`src/rtl/rc_channel_scheduler_pkg.sv`:
```
// Shared constants and FSM encoding for the RC
// receiver channel scheduler.
package rc_pkg;

  localparam int RC_CNT_W        = 11;
  localparam int RC_MIN_CNT      = 625;
  localparam int RC_MAX_CNT      = 1250;
  localparam int RC_TIMEOUT_CYC  = 15625;
  localparam int RC_FAILSAFE_VAL = 625;
  localparam int RC_CH_W         = 3;
  localparam int RC_MAX_CH       = 8;

  typedef enum logic {
    ST_IDLE = 1'b0,
    ST_SEND = 1'b1
  } rc_state_e;

endpackage

```
`src/rtl/rc_channel_scheduler_if.sv`:
```
// Serial result stream handshake between the
// scheduler and the flight-control core.
interface rc_channel_scheduler_if;
  import rc_pkg::*;

  logic                out_valid;
  logic                out_ready;
  logic [RC_CH_W-1:0]  out_chan;
  logic [RC_CNT_W-1:0] out_value;
  logic                out_failsafe;

  modport master (
    output out_valid,
    output out_chan,
    output out_value,
    output out_failsafe,
    input  out_ready
  );

  modport slave (
    input  out_valid,
    input  out_chan,
    input  out_value,
    input  out_failsafe,
    output out_ready
  );

endinterface

```
`src/rtl/rc_channel_scheduler_watchdog.sv`:
```
// Per-channel capture, clamp, signal-loss watchdog
// and pending/stale flags.
module rc_channel_watchdog
  import rc_pkg::*;
#(
  parameter int CNT_W        = RC_CNT_W,
  parameter int MIN_CNT      = RC_MIN_CNT,
  parameter int MAX_CNT      = RC_MAX_CNT,
  parameter int TIMEOUT      = RC_TIMEOUT_CYC,
  parameter int FAILSAFE_VAL = RC_FAILSAFE_VAL
) (
  input  logic             clk_system,
  input  logic             reset_n,
  input  logic             done_i,
  input  logic [CNT_W-1:0] count_i,
  input  logic             clr_pend_i,
  output logic [CNT_W-1:0] hold_o,
  output logic             pend_o,
  output logic             stale_o
);

  localparam int WD_W = $clog2(TIMEOUT + 1);

  logic [WD_W-1:0]  wdog_q;
  logic [CNT_W-1:0] hold_q;
  logic             pend_q;
  logic             stale_q;
  logic [CNT_W-1:0] clamp_d;
  logic             wd_hit;

  always_comb begin
    clamp_d = count_i;
    if (count_i < CNT_W'(MIN_CNT))
      clamp_d = CNT_W'(MIN_CNT);
    else if (count_i > CNT_W'(MAX_CNT))
      clamp_d = CNT_W'(MAX_CNT);
  end

  assign wd_hit = wdog_q == WD_W'(TIMEOUT - 1);

  // A fresh strobe beats both the timeout and a grant-side clear
  always_ff @(posedge clk_system or negedge reset_n) begin
    if (!reset_n) begin
      wdog_q  <= '0;
      hold_q  <= CNT_W'(FAILSAFE_VAL);
      pend_q  <= 1'b0;
      stale_q <= 1'b0;
    end else if (done_i) begin
      wdog_q  <= '0;
      hold_q  <= clamp_d;
      pend_q  <= 1'b1;
      stale_q <= 1'b0;
    end else begin
      if (clr_pend_i)
        pend_q <= 1'b0;
      if (wdog_q != WD_W'(TIMEOUT))
        wdog_q <= wdog_q + 1'b1;
      if (wd_hit) begin
        stale_q <= 1'b1;
        hold_q  <= CNT_W'(FAILSAFE_VAL);
        pend_q  <= 1'b1;
      end
    end
  end

  assign hold_o  = hold_q;
  assign pend_o  = pend_q;
  assign stale_o = stale_q;

endmodule

```
`src/rtl/rc_channel_scheduler.sv`:
```
// Round-robin serialiser of RC channel results with
// failsafe substitution and frame completion strobe.
module rc_channel_scheduler
  import rc_pkg::*;
#(
  parameter int NUM_CH       = 4,
  parameter int CNT_W        = RC_CNT_W,
  parameter int MIN_CNT      = RC_MIN_CNT,
  parameter int MAX_CNT      = RC_MAX_CNT,
  parameter int TIMEOUT      = RC_TIMEOUT_CYC,
  parameter int FAILSAFE_VAL = RC_FAILSAFE_VAL
) (
  input  logic                    clk_system,
  input  logic                    reset_n,
  input  logic [NUM_CH-1:0]       chan_done,
  input  logic [NUM_CH*CNT_W-1:0] chan_count,
  rc_channel_scheduler_if.master  out_if,
  output logic                    failsafe_any,
  output logic                    frame_strobe
);

  logic [CNT_W-1:0]     hold [RC_MAX_CH];
  logic [RC_MAX_CH-1:0] pend_v;
  logic [RC_MAX_CH-1:0] stale_v;
  logic [NUM_CH-1:0]    clr_pend;

  rc_state_e            state_q;
  logic [RC_CH_W-1:0]   ptr_q;
  logic [NUM_CH-1:0]    seen_q;
  logic                 out_valid_q;
  logic [RC_CH_W-1:0]   out_chan_q;
  logic [CNT_W-1:0]     out_value_q;
  logic                 out_fs_q;
  logic                 fs_any_q;
  logic                 frame_q;

  logic                 gnt_vld;
  logic [RC_CH_W-1:0]   gnt_idx;
  logic [RC_CH_W:0]     sum;
  logic                 acc;
  logic [NUM_CH-1:0]    acc_mask;
  logic [RC_CH_W-1:0]   next_ptr;

  for (genvar i = 0; i < RC_MAX_CH; i++) begin : g_ch
    if (i < NUM_CH) begin : g_on
      assign clr_pend[i] = (state_q == ST_IDLE) && gnt_vld
                           && (gnt_idx == RC_CH_W'(i));
      rc_channel_watchdog #(
        .CNT_W        (CNT_W),
        .MIN_CNT      (MIN_CNT),
        .MAX_CNT      (MAX_CNT),
        .TIMEOUT      (TIMEOUT),
        .FAILSAFE_VAL (FAILSAFE_VAL)
      ) u_wd (
        .clk_system (clk_system),
        .reset_n    (reset_n),
        .done_i     (chan_done[i]),
        .count_i    (chan_count[i*CNT_W +: CNT_W]),
        .clr_pend_i (clr_pend[i]),
        .hold_o     (hold[i]),
        .pend_o     (pend_v[i]),
        .stale_o    (stale_v[i])
      );
    end else begin : g_off
      assign hold[i]    = '0;
      assign pend_v[i]  = 1'b0;
      assign stale_v[i] = 1'b0;
    end
  end

  // First pending channel at or after the pointer, wrapping
  always_comb begin
    gnt_vld = 1'b0;
    gnt_idx = '0;
    sum     = '0;
    for (int k = 0; k < NUM_CH; k++) begin
      sum = {1'b0, ptr_q} + (RC_CH_W+1)'(k);
      if (sum >= (RC_CH_W+1)'(NUM_CH))
        sum = sum - (RC_CH_W+1)'(NUM_CH);
      if (!gnt_vld && pend_v[sum[RC_CH_W-1:0]]) begin
        gnt_vld = 1'b1;
        gnt_idx = sum[RC_CH_W-1:0];
      end
    end
  end

  assign acc = (state_q == ST_SEND) && out_if.out_ready;

  always_comb begin
    acc_mask = '0;
    for (int i = 0; i < NUM_CH; i++)
      acc_mask[i] = acc && (out_chan_q == RC_CH_W'(i));
  end

  assign next_ptr = (out_chan_q == RC_CH_W'(NUM_CH - 1))
                    ? '0 : out_chan_q + 1'b1;

  always_ff @(posedge clk_system or negedge reset_n) begin
    if (!reset_n) begin
      state_q     <= ST_IDLE;
      ptr_q       <= '0;
      seen_q      <= '0;
      out_valid_q <= 1'b0;
      out_chan_q  <= '0;
      out_value_q <= '0;
      out_fs_q    <= 1'b0;
      fs_any_q    <= 1'b0;
      frame_q     <= 1'b0;
    end else begin
      fs_any_q <= |stale_v;
      if (&seen_q) begin
        frame_q <= 1'b1;
        seen_q  <= acc_mask;
      end else begin
        frame_q <= 1'b0;
        seen_q  <= seen_q | acc_mask;
      end
      unique case (state_q)
        ST_IDLE: begin
          if (gnt_vld) begin
            out_valid_q <= 1'b1;
            out_chan_q  <= gnt_idx;
            out_value_q <= hold[gnt_idx];
            out_fs_q    <= stale_v[gnt_idx];
            state_q     <= ST_SEND;
          end
        end
        ST_SEND: begin
          if (out_if.out_ready) begin
            out_valid_q <= 1'b0;
            ptr_q       <= next_ptr;
            state_q     <= ST_IDLE;
          end
        end
      endcase
    end
  end

  assign out_if.out_valid    = out_valid_q;
  assign out_if.out_chan     = out_chan_q;
  assign out_if.out_value    = out_value_q;
  assign out_if.out_failsafe = out_fs_q;
  assign failsafe_any        = fs_any_q;
  assign frame_strobe        = frame_q;

endmodule

```
`src/flat_wrapper.sv`:
```
// flat-port wrapper written by rule: the top's interface ports become plain ports
module rc_channel_scheduler_flat import rc_pkg::*;
#(
  parameter int NUM_CH       = 4,
  parameter int CNT_W        = RC_CNT_W,
  parameter int MIN_CNT      = RC_MIN_CNT,
  parameter int MAX_CNT      = RC_MAX_CNT,
  parameter int TIMEOUT      = RC_TIMEOUT_CYC,
  parameter int FAILSAFE_VAL = RC_FAILSAFE_VAL
)
  (clk_system, reset_n, chan_done, chan_count, failsafe_any, frame_strobe, out_if_out_valid, out_if_out_chan, out_if_out_value, out_if_out_failsafe, out_if_out_ready);
  rc_channel_scheduler_if out_if_i ();
  input  logic clk_system;
  input  logic reset_n;
  input  logic [NUM_CH-1:0] chan_done;
  input  logic [NUM_CH*CNT_W-1:0] chan_count;
  output logic failsafe_any;
  output logic frame_strobe;
  output wire logic [$bits(out_if_i.out_valid)-1:0] out_if_out_valid;
  output wire logic [$bits(out_if_i.out_chan)-1:0] out_if_out_chan;
  output wire logic [$bits(out_if_i.out_value)-1:0] out_if_out_value;
  output wire logic [$bits(out_if_i.out_failsafe)-1:0] out_if_out_failsafe;
  input wire logic [$bits(out_if_i.out_ready)-1:0] out_if_out_ready;
  assign out_if_out_valid = out_if_i.out_valid;
  assign out_if_out_chan = out_if_i.out_chan;
  assign out_if_out_value = out_if_i.out_value;
  assign out_if_out_failsafe = out_if_i.out_failsafe;
  assign out_if_i.out_ready = out_if_out_ready;
  rc_channel_scheduler #(.NUM_CH(NUM_CH), .CNT_W(CNT_W), .MIN_CNT(MIN_CNT), .MAX_CNT(MAX_CNT), .TIMEOUT(TIMEOUT), .FAILSAFE_VAL(FAILSAFE_VAL)) u_core (.clk_system(clk_system), .reset_n(reset_n), .chan_done(chan_done), .chan_count(chan_count), .out_if(out_if_i), .failsafe_any(failsafe_any), .frame_strobe(frame_strobe));
endmodule
```
`config.mk`:
```
export PLATFORM = sky130hd
export DESIGN_NAME = rc_channel_scheduler_flat
export DESIGN_NICKNAME = d
export VERILOG_FILES = /design/src/rtl/rc_channel_scheduler_pkg.sv /design/src/rtl/rc_channel_scheduler_if.sv /design/src/rtl/rc_channel_scheduler_watchdog.sv /design/src/rtl/rc_channel_scheduler.sv /design/src/flat_wrapper.sv
export SDC_FILE = /design/constraint.sdc
export NUM_CORES = 1
export LEC_CHECK = 0
export BUFFER_PORTS_ARGS = -buffer_cell sky130_fd_sc_hd__buf_2
export CAP_MARGIN = 20
export CORE_UTILIZATION = 44
export CTS_CLUSTER_DIAMETER = 80
export DETAILED_ROUTE_END_ITERATION = 16
export PLACE_DENSITY = 0.71
export SYNTH_ARGS = -nofsm -noshare
export SYNTH_HDL_FRONTEND = slang
export SYNTH_SLANG_ARGS = --single-unit
export TNS_END_PERCENT = 100
```
`constraint.sdc`:
```
create_clock -name clk_system -period 3.8 [get_ports clk_system]
set_clock_uncertainty 0.15 [all_clocks]
set_input_delay 0.76 -clock clk_system [delete_from_list [all_inputs] [get_ports clk_system]]
set_output_delay 0.76 -clock clk_system [all_outputs]
set_load 0.02 [all_outputs]
```
==> results.ini <==
[timing]
hold_viol = 0
max_freq_mhz = 303
drv_slew = 0
setup_viol = 0
fin_crit_sh = 0.869
final.min_clock_period_ns = 3.30
rsz0062_at_grt = false
setup_tns_ns = 0
worst_pin_slew_ns = 0.777
slew_headroom = 0.482

[final_layout]
seq_area_sq_um = 3380
drive_above_1_share = 0.189
syn_to_final_growth_pct = 15.5
nFillCells = 1471
antennaDiodeCount = 0
multi_input_area_sq_um = 3990
finalInstanceArea_sq_um = 8800
layout.nets = 918

[place]
place_congestion = 0.843
dpl.hpwl_mm = 13.2
place_area_sq_um = 8180
portBuffers = 68

[route]
wl_per_cell_microns = 17.8
via_count = 6424
vias_per_cell = 5.94
met2_length_mm = 8.86
drc = 0
firstDrtPassIters = 5
final_antenna_net_count = 0
met1_length_mm = 8.78
route.met3.wl_mm = 1.33
routed.top_layer = met4
finalWirelength_mm = 19.3
dr.first_iter.drc_count = 546

[synthesis]
synth_warnings = 0
synth-seq-cells = 134
synth_enable_flop_cells = 0
synth_nets = 853
synth-seq-area-share = 0.444
async_flop_share = 1.00
yosys.area_share.simple = 0.182
synth_cell_type_count = 63
syn-cell-area_sq_um = 7620
synth_top_family_by_area = compound AO/OA/AOI/OAI gates
synth_xor_area_frac = 0.0483
synthCells = 784
avgSynthCellArea_sq_um = 9.71
synth_compound_area_frac = 0.215
muxShareOfSynthArea = 0.0481
ys.flop_type = dfrtp_1
synthAdderAreaFrac = 0.0296

[global_route]
grt_pass1_wl_mm = 31.7
grt_max_degree = 86
overflow = 0
grt_antenna_before_repair = 0
grt_pass1_vias = 6112
track_usage = 0.226

[worst_setup_path]
critPathKind = flip-flop to flip-flop
r2r_setup_slack_ns = 0.50
endpoint_kind = flip-flop
cpPeakStageDelay_ns = 0.56
crit_buf_inv = 1
r2r_cells = 8
crit_required_ns = 3.95
cp-start-kind = flip-flop
cp.arrival_ns = 3.45
crit_path_top_delay_cell = mux4_2
path_cells = inv_1 -> ha_1 -> mux4_2 -> and2_1 -> o31a_4 -> a221o_1 -> a221oi_1 -> a211oi_1
path_delay_family = compound AO/OA/AOI/OAI gates
path_depth = 8
crit_fanout = 23

[clock_tree]
cts_tree = done
path_clk_slew_ns = 0.06
cts_max_level = 4
cts-root-buf = clkbuf_16
cts_hold_buffers = 0
max-clock-path-buffers = 2
clk_latency_ns = 0.42
cts_num_sinks = 134
cts_made_buffers = 17

[die]
design.die.area_sq_um = 17800
pin_count = 69
start_util = 0.454
die_w_microns = 134
dieHeight_microns = 134
coreArea_sq_um = 16800
row_count = 47

[power_and_ir_drop]
cellPowerDensity_nw_per_um2 = 577
peakVddDrop_mv = 0.370
p_leak_nw = 3.72

[min_path]
hp-class = input port to async pin

[flow_run]
max_cap_violations = 0

[outcome]
status = completed

[worst register-to-register path, cell delays in order, from the launching register on]
cell and delay [ns]:
dfrtp_2 0.52, inv_1 0.10, ha_1 0.41, mux4_2 0.56, and2_1 0.23, o31a_4 0.49, a221o_1 0.33, a221oi_1 0.31
a211oi_1 0.08
[layout make-up]
type / instances / share of cell area
multi-input combinational: 588 / 0.453
sequential: 134 / 0.384
clock buffer: 24 / 0.0559
timing repair buffer: 80 / 0.0496
tap: 220 / 0.0313
clock inverter: 8 / 0.0137
inverter: 28 / 0.0119
[repair_timing]
item | CTS | global route
hold endpoints to repair | 0 | 0
setup buffers | 0 | 0
setup endpoints to repair | 0 | 1
resized for setup | 0 | 1
[routing by layer]
metal / vias to the layer above / track usage
met4: 0 / 0.0732
met1: 3142 / 0.308
met3: 22 / 0.0575
met5: - / 0
met2: 211 / 0.352
li1: 3049 / -
[where the power goes]
| part | internal, mW | leakage, nW | switching, mW |
|---|---|---|---|
| logic | 0.629 | 1.74 | 0.887 |
| registers | 1.62 | 1.68 | 0.220 |
| clock network | 1.10 | 0.296 | 0.620 |
| total | 3.35 | 3.72 | 1.73 |
[kinds of logic (layout without fill, tap and decap cells)]
family | after synthesis | after routing
compound gates | 217 | 217
xor+xnor | 42 | 42
simple gates | 280 | 280
buf+inv | 62 | 140
flops | 134 | 134
mux | 31 | 31
fa+ha+maj | 18 | 18
[sequential cells by signal (all words and copies together), names as in the netlist]
register	flops
u_core.g_ch.g_on.u_wd.stale_o	4
u_core.g_ch.g_on.u_wd.pend_o	4
u_core.state_q	1
u_core.failsafe_any	1
u_core.out_if.out_chan	3
u_core.out_if.out_valid	1
u_core.frame_strobe	1
u_core.g_ch.g_on.u_wd.wdog_q	56
u_core.g_ch.g_on.u_wd.hold_o	44
u_core.out_if.out_value	11
u_core.out_if.out_failsafe	1
u_core.seen_q	4
u_core.ptr_q	3
[synthesized netlist by cell type (18+ instances only)]
library cell  count  area, sq um
a21oi_1          56          280
a221o_1          32          320
a22o_1           22          193
clkbuf_1         24         90.1
dfrtp_1         114         2850
dfstp_2          20          526
ha_1             18          225
inv_1            28          105
nand2_1          50          188
nand3_1          32          160
nor2_1           97          364
o21ai_0          28          140
xor2_1           27          236
[placed cells by master (no fill, tap or decap), types with 4 or more instances in the layout]
cell type,instances
dfrtp_1,113
nor2_1,96
buf_2,67
a21oi_1,56
nand2_1,50
nand3_1,32
a221o_1,32
inv_1,28
o21ai_0,28
xor2_1,27
a22o_1,22
dfstp_2,20
ha_1,18
clkbuf_16,17
nand4_1,16
nand2b_1,16
mux2_2,15
xnor2_1,15
mux2i_1,13
or3_1,12
buf_4,12
a211oi_1,11
o32ai_1,11
and3_1,9
nor4_1,9
nor3_1,8
o22a_1,8
a221oi_2,8
o21a_1,6
and2_1,6
or4_1,5
nor2b_1,4
and4_1,4
o31a_1,4
a2bb2oi_1,4
o211ai_1,4
clkbuf_8,4
[stage by stage]
stage	utilization	hold slack [ns]	setup slack [ns]	power (mW)	instances
final	0.525	0.241	0.498	5.08	1082
after global routing	0.525	0.307	0.277	5.31	1082
after CTS	0.525	0.273	0.266	5.08	1082
after detailed placement	0.488	0.326	0.337	3.35	1050
after global placement	0.488	0.321	0.415	3.32	1050
after floorplan	-	0.305	0.0843	2.91	784
[path summary, 6_finish.rpt]
path,from,endpoint
min reg2reg,u_core.g_ch[1].g_on.u_wd.hold_o[0],u_core.g_ch[1].g_on.u_wd.hold_o[0]
max reg2reg,u_core.ptr_q[0],u_core.out_if.out_failsafe
max in group asynchronous,reset_n,u_core.g_ch[0].g_on.u_wd.hold_o[9]
max,u_core.ptr_q[0],u_core.out_if.out_failsafe
min,reset_n,u_core.seen_q[1]
min in group clk_system,u_core.g_ch[1].g_on.u_wd.hold_o[0],u_core.g_ch[1].g_on.u_wd.hold_o[0]
(Power assumes the default switching activity.)
